<file path="src/rtl/spc_pkg.sv">
// Shared definitions for the serial-to-parallel symbol collector.
// Holds the constellation mode encodings and the mode -> bits-per-symbol map.
package spc_pkg;

  typedef enum logic [1:0] {
    MODE_BPSK  = 2'b00,
    MODE_QPSK  = 2'b01,
    MODE_16QAM = 2'b10,
    MODE_64QAM = 2'b11
  } spc_mode_e;

  // Bits per symbol for each constellation.
  function automatic logic [2:0] mode_to_n(input spc_mode_e m);
    case (m)
      MODE_BPSK:  mode_to_n = 3'd1;
      MODE_QPSK:  mode_to_n = 3'd2;
      MODE_16QAM: mode_to_n = 3'd4;
      default:    mode_to_n = 3'd6;
    endcase
  endfunction

endpackage

</file>
<file path="src/rtl/multi_mode_spc.sv">
// Multi-mode serial-to-parallel converter.
// Collects qualified serial bits into BPSK/QPSK/16QAM/64QAM symbols and
// emits each one as a registered, right-aligned word with a one-cycle pulse.
// Ports:
//   clk, rst        clock, async active-low reset
//   en, din         serial bit and its valid qualifier
//   mode            constellation select, sampled at symbol start
//   flush           emit a partially collected symbol, zero-padded
//   sym_out         collected symbol, bits above N are zero
//   sym_valid       one-cycle pulse for each new sym_out
//   sym_partial     set with sym_valid when the symbol came from flush
//   bit_cnt         bits collected for the current symbol
module multi_mode_spc
  import spc_pkg::*;
#(
  parameter int MAX_BITS  = 6,
  parameter int MSB_FIRST = 1
) (
  input  logic                clk,
  input  logic                rst,
  input  logic                en,
  input  logic                din,
  input  logic [1:0]          mode,
  input  logic                flush,
  output logic [MAX_BITS-1:0] sym_out,
  output logic                sym_valid,
  output logic                sym_partial,
  output logic [2:0]          bit_cnt
);

  if (MAX_BITS < 6) begin : g_bad_max_bits
    $error("multi_mode_spc: MAX_BITS must be >= 6");
  end

  spc_mode_e           act_mode;
  logic [MAX_BITS-1:0] shreg;

  spc_mode_e           cur_mode;
  logic [2:0]          n;
  logic [2:0]          cnt_nxt;
  logic [2:0]          pad;
  logic [MAX_BITS-1:0] shreg_nxt;
  logic                full;
  logic                part;
  logic [MAX_BITS-1:0] emit_val;

  always_comb begin
    // At a symbol boundary the live mode input decides N, so a BPSK bit
    // completes on the very edge that starts it.
    cur_mode  = (bit_cnt == 3'd0) ? spc_mode_e'(mode) : act_mode;
    n         = mode_to_n(cur_mode);
    cnt_nxt   = bit_cnt;
    shreg_nxt = shreg;
    if (en) begin
      cnt_nxt = bit_cnt + 3'd1;
      if (MSB_FIRST != 0)
        shreg_nxt = {shreg[MAX_BITS-2:0], din};
      else
        shreg_nxt = shreg | ({{(MAX_BITS-1){1'b0}}, din} << bit_cnt);
    end
    // The bit arriving with flush is included first; if it completes the
    // symbol, the result is a normal full symbol.
    full = en && (cnt_nxt == n);
    part = flush && !full && (cnt_nxt != 3'd0);
    pad  = n - cnt_nxt;
    // MSB-first bits sit right-aligned in the shifter; a partial symbol has
    // to be moved up so the missing trailing bits become zero LSBs.
    if (part && (MSB_FIRST != 0))
      emit_val = shreg_nxt << pad;
    else
      emit_val = shreg_nxt;
  end

  always_ff @(posedge clk or negedge rst) begin
    if (!rst) begin
      act_mode    <= MODE_QPSK;
      shreg       <= '0;
      bit_cnt     <= 3'd0;
      sym_out     <= '0;
      sym_valid   <= 1'b0;
      sym_partial <= 1'b0;
    end else begin
      if (bit_cnt == 3'd0) act_mode <= spc_mode_e'(mode);
      if (full || part) begin
        sym_out     <= emit_val;
        sym_valid   <= 1'b1;
        sym_partial <= part;
        bit_cnt     <= 3'd0;
        shreg       <= '0;
      end else begin
        sym_valid   <= 1'b0;
        sym_partial <= 1'b0;
        bit_cnt     <= cnt_nxt;
        shreg       <= shreg_nxt;
      end
    end
  end

endmodule

</file>
<file path="config.mk">
export PLATFORM = sky130hd
export DESIGN_NAME = multi_mode_spc
export DESIGN_NICKNAME = d
export VERILOG_FILES = /design/src/rtl/spc_pkg.sv /design/src/rtl/multi_mode_spc.sv
export SDC_FILE = /design/constraint.sdc
export NUM_CORES = 1
export LEC_CHECK = 0
export BUFFER_PORTS_ARGS = -buffer_cell sky130_fd_sc_hd__buf_2
export CORE_MARGIN = 3
export CORE_UTILIZATION = 50
export CTS_BUF_LIST = sky130_fd_sc_hd__clkbuf_4 sky130_fd_sc_hd__clkbuf_8 sky130_fd_sc_hd__clkbuf_16
export DETAILED_ROUTE_END_ITERATION = 7
export PLACE_DENSITY = 0.82
export SLEW_MARGIN = 20
export SYNTH_ARGS = -nofsm -noshare
export SYNTH_HDL_FRONTEND = slang
export SYNTH_SLANG_ARGS = --single-unit
</file>
<file path="constraint.sdc">
create_clock -name clk -period 3.4 [get_ports clk]
set_input_delay 0.51 -clock clk [delete_from_list [all_inputs] [get_ports clk]]
set_output_delay 0.51 -clock clk [all_outputs]
set_load 0.01 [all_outputs]
</file>
Word-level counts from Yosys, hierarchy flattened. Index checks and enable logic that the tools add are counted.

Add/subtract/negate cells: 2. Multiply operators: 0. Divide/modulo/power cells: 0. $lt $le $gt $ge: 0. Equality and inequality tests: 3. Shift operators: 1. Mux-type cells: 9. Bitwise gates (word level): 0. Reduce and logical (&&, ||, !) cells: 8.

Operators with widths (number): 6-bit two-way mux (3); 3-bit one-hot mux with 3 select lines (1); 3-bit two-way mux (2); 6-bit by 3-bit << shifter with 6-bit output (1); 3-bit by 1-bit adder with 3-bit output (second input constant) (1); 3-bit equality test (1); 1-bit logical AND (3); 3-bit zero test (1); 3-bit nonzero test (1); 3-bit subtractor (1); 2-bit by 1-bit equality test with 1-bit output (second input constant) (1); 2-bit equality test (second input constant) (1); 2-bit zero test (1); 1-bit two-way mux (2); 2-bit two-way mux (1); 1-bit zero test (1); 1-bit logical OR (1).

Register bits after elaboration: 19. Bits in latches: 0. RAM bits: 0. ROM bits: 0. Bits of input ports: 7. Output and inout port bits: 11. Memories kept: 0.

Depth between registers and ports, before layout.
Word-level depth: 11. Depth in mapped cells: 13. Gate-level depth less buffers: 12.

Least setup slack after synthesis. Ideal clock, no wire load.

Kind: flip-flop to flip-flop. Start: reg bit_cnt[0]. End: reg sym_out[5]. Library setup time: 0.121 ns. Arrival: 3.165 ns. Required time: 3.279 ns. Setup slack: 0.114 ns. Cell stages (with the launch flop): 13. Buffers on the path: 1. Cell sequence: dfrtp_1 > inv_1 > ha_1 > nand2b_1 > mux2_2 > or2_2 > ha_1 > inv_1 > fa_1 > clkbuf_1 > mux4_2 > mux2_2 > o22a_1.

Longest elaborated chain between the ends: 10.

RTL lines: start, declared (RTL line multi_mode_spc.sv:28) `output logic [2:0] bit_cnt`; start signal, assigned (RTL line multi_mode_spc.sv:93) `bit_cnt <= cnt_nxt;`; 3-bit zero test (*) (RTL line multi_mode_spc.sv:50) `cur_mode = (bit_cnt == 3'd0) ? spc_mode_e'(mode) : act_mode;`; 2-bit two-way mux (*); net cur_mode[0] (RTL line multi_mode_spc.sv:38) `spc_mode_e cur_mode;`; 2-bit equality test, or another cell as far along (RTL line spc_pkg.sv:14) `case (m)`; 3-bit one-hot mux with 3 select lines (*) (RTL line spc_pkg.sv:14); parallel branches: the longest is 6 deep, another holds 3-bit subtractor; end signal, assigned (RTL line multi_mode_spc.sv:85) `sym_out <= emit_val;`; end, declared (RTL line multi_mode_spc.sv:25) `output logic [MAX_BITS-1:0] sym_out,`.

Mark *: on every way through the listed nets, which the timed path passes. A chain may end at the register's enable or synchronous reset.

Worst setup path in the final report.
Start: reg bit_cnt[1]. End: reg sym_out[4].

Same word-level chain as after synthesis.

==> run metrics <==
Yosys cell types=40; CTS H-tree lvls=1; Syn. warnings=0; clk slew on worst S/H paths=approximately 0.10 ns; Fin. Hold Viols=0; FFs w/ async S/R, synth=1.00; vias in the first global route=984; Post-Synthesis Cells=116; number of max-cap violations=0; outcome=finished clean; Final Cycle Share=0.952; leakage power=0.000705 µW; RR Startpoint=bit_cnt[1]; final net count=149; Syn Area/Cell=about 11 µm²; setup_tns=0 ns; R2R cell count=12; Post-Syn Area=0.00124 mm²; DIE HEIGHT=55.8 µm; Die ar.=roughly 0.0031 mm²; synthesis-stage register bit count=19; Crit path max-delay family=multiplexers; Worst EP required=approximately 3.6 ns; ys flop type=dfrtp_1; Worst setup SP type=flip-flop; Layout Utilization=0.613; via count=970; antenna violations before repair=0; largest net degree at the start of global routing=20; reg2reg setup slack=0.16 ns; Hold WC Path Type=input pin to asynchronous set/reset pin; clock sink total=19; antenna violation net count after detailed routing=0; clk_lat worst skew=0.31 ns; via density per instance=5.91; Syn-to-layout area delta=12.6%; n_diodes=0; IO Port Bufs=17; drt total wl=2.70 mm; total grt overflow=0; global-route wire length before repair=4.63 mm; TritonCTS Buffers=3; Non-Filler Instances=164; Setup crit end kind=flip-flop; Starting Density=0.544; Placed Cells=roughly 160; Seq. cell area=477 µm²; syn nets=128; FP Rows=17; VDD IR max=0.000512 V; die width=between 50 and 60 µm; relative slew slack=0.651; Worst Max-Slew Pin Slew=0.518 ns; RePlAce Congestion=between 0.8 and 0.9; CP cell instances=inv_1 > ha_1 > nand2b_1 > mux2_2 > or2_2 > ha_4 > inv_1 > fa_1 > buf_4 > mux4_2 > mux2i_1 > o221ai_1; core area=roughly 0.0023 mm²; multi-input logic area=719 µm²; fillers=roughly 190; Clock Path Buffers=2; crit-path max cell delay=0.46 ns; Critical R2R Capture=sym_out[4]; First-pass DRT Iterations=4; clk_skew=approximately 0.0034 ns; CP max FO=7; Clock Root Buffer=clkbuf_4; slowest stage cell, crit path=fa_1; drt drc=0; CTS tree=built; Ports=18; count of pins over their slew limit=0; final worst path period need=around 3.2 ns; Pwr per Cell Area=1060 mW/mm²; critical path class=flip-flop to flip-flop; Total GRT Usage=0.191; Seq/Total Area, Yosys=0.385; number of DRC markers in iteration 0=47; Buf/Inv on CP=3; Setup Viol. Count Final=0; Data arrival, critical path=3.42 ns; DP HPWL=2.04 mm; FMAX=309 MHz; number of synthesized flops with an enable pin=0; most used cell along the critical path=inv_1; share of layout cells above drive strength 1=0.324; wire per inst=about 16 µm
[per-stage QoR]
step | cell area (µm²) | setup slack [ns] | hold slack (ns) | power, µW
CTS | 1380 | 0.0563 | 0.126 | 1460
finish | 1400 | 0.163 | 0.115 | 1480
global route | 1400 | -0.00670 | 0.131 | 1610
detailed placement | 1350 | 0.00642 | 0.470 | 1320
floorplan | 1240 | 0.114 | 0.214 | 1100
global placement | 1350 | 0.125 | 0.463 | 1280
[worst max-delay path by stage]
| stage | slack [ns] | endpoint | cells after the start | start |
|---|---|---|---|---|
| 2_1_floorplan | 0.11 | sym_out[5] | 12 | bit_cnt[0] |
| 3_3_place_gp | 0.12 | sym_out[5] | 10 | bit_cnt[1] |
| 3_5_place_dp | 0.006 | sym_out[5] | 10 | bit_cnt[1] |
| 4_1_cts | 0.06 | sym_out[5] | 10 | bit_cnt[1] |
| 5_1_grt | -0.007 | sym_out[4] | 12 | bit_cnt[1] |
| 6_report | 0.16 | sym_out[4] | 12 | bit_cnt[1] |
[power by group]
part	internal [µW]	switching [µW]	leakage, µW
combinational	471	531	0.000437
sequential	307	49.6	0.000250
clock	53.9	69.8	0.0000184
[metal layers]
layer,share of wire,GRT usage
met3,0.030,0.0255
met1,0.43,0.230
met4,0.034,0.128
met5,0,0
met2,0.51,0.314
[layout make-up]
type	instances	share of cell area
Multi-Input combinational cell	87	0.516
Sequential cell	19	0.342
Timing Repair Buffer	21	0.0825
Tap cell	28	0.0251
Clock buffer	4	0.0215
Inverter	5	0.0135
[state kept, by name, summed over array words and instances, names as in the netlist]
name / cells
sym_out: 6
act_mode: 2
shreg: 6
sym_valid: 1
sym_partial: 1
bit_cnt: 3
[cell usage in the layout, fill, tap and decap left out, drive strengths merged]
cell type,synthesis,routed
a21o,1,1
a21oi,2,2
a31oi,1,1
a41oi,1,1
and2,1,1
and3,4,4
and3b,1,1
buf,4,21
clkbuf,1,4
dfrtp,18,18
dfstp,1,1
fa,1,1
ha,4,4
inv,5,5
mux2,10,10
mux2i,9,9
mux4,2,2
nand2,8,8
nand2b,1,1
nand3,5,5
nor2,12,12
nor2b,2,2
nor3,2,2
nor3b,2,2
o21ai,4,4
o221ai,3,3
o22a,1,1
o311a,1,1
o311ai,1,1
o31ai,1,1
or2,1,1
or4,2,2
xor2,3,3
xor3,1,1
[what timing repair did]
| action | CTS | global route |
|---|---|---|
| endpoints found under the hold margin | 0 | 0 |
| hold buffers | 0 | 0 |
| setup endpoints to repair | 1 | 2 |
| setup buffers | 0 | 1 |
| resized for setup | 1 | 1 |
| pin swaps | 0 | 0 |
[worst reg2reg max path, delay by kind of cell (launching register included)]
family | cells | cell delay, ns
and+or+nand+nor | 2 | 0.43
adders and majority gates | 3 | 0.82
muxes | 3 | 1.00
AOI/OAI and AO/OA | 1 | 0.13
DFF | 1 | 0.41
buffers and inverters | 3 | 0.31
[cells in the mapped netlist, drive strengths merged (2+ instances only)]
master  number  area share
nand2        8       0.030
a21oi        2      0.0081
nor3b        2       0.012
mux4         2       0.036
inv          5       0.015
mux2i        9       0.073
o221ai       3       0.021
and3         4       0.020
nor2b        2       0.010
nand3        5       0.024
o21ai        4       0.019
ha           4       0.040
or4          2       0.015
xor2         3       0.021
nor3         2      0.0081
mux2        10       0.091
dfrtp       18        0.36
buf          4       0.026
nor2        12       0.036
[logic make-up after synthesis]
logic type | share of synthesized area
AO/OA/AOI/OAI | 0.0950
XOR/XNOR | 0.0404
adder cells (fa/ha/maj) | 0.0566
buffers and inverters | 0.0444
flip-flops | 0.385
multiplexers | 0.200
AND/OR/NAND/NOR | 0.179
(Power assumes the default switching activity.)
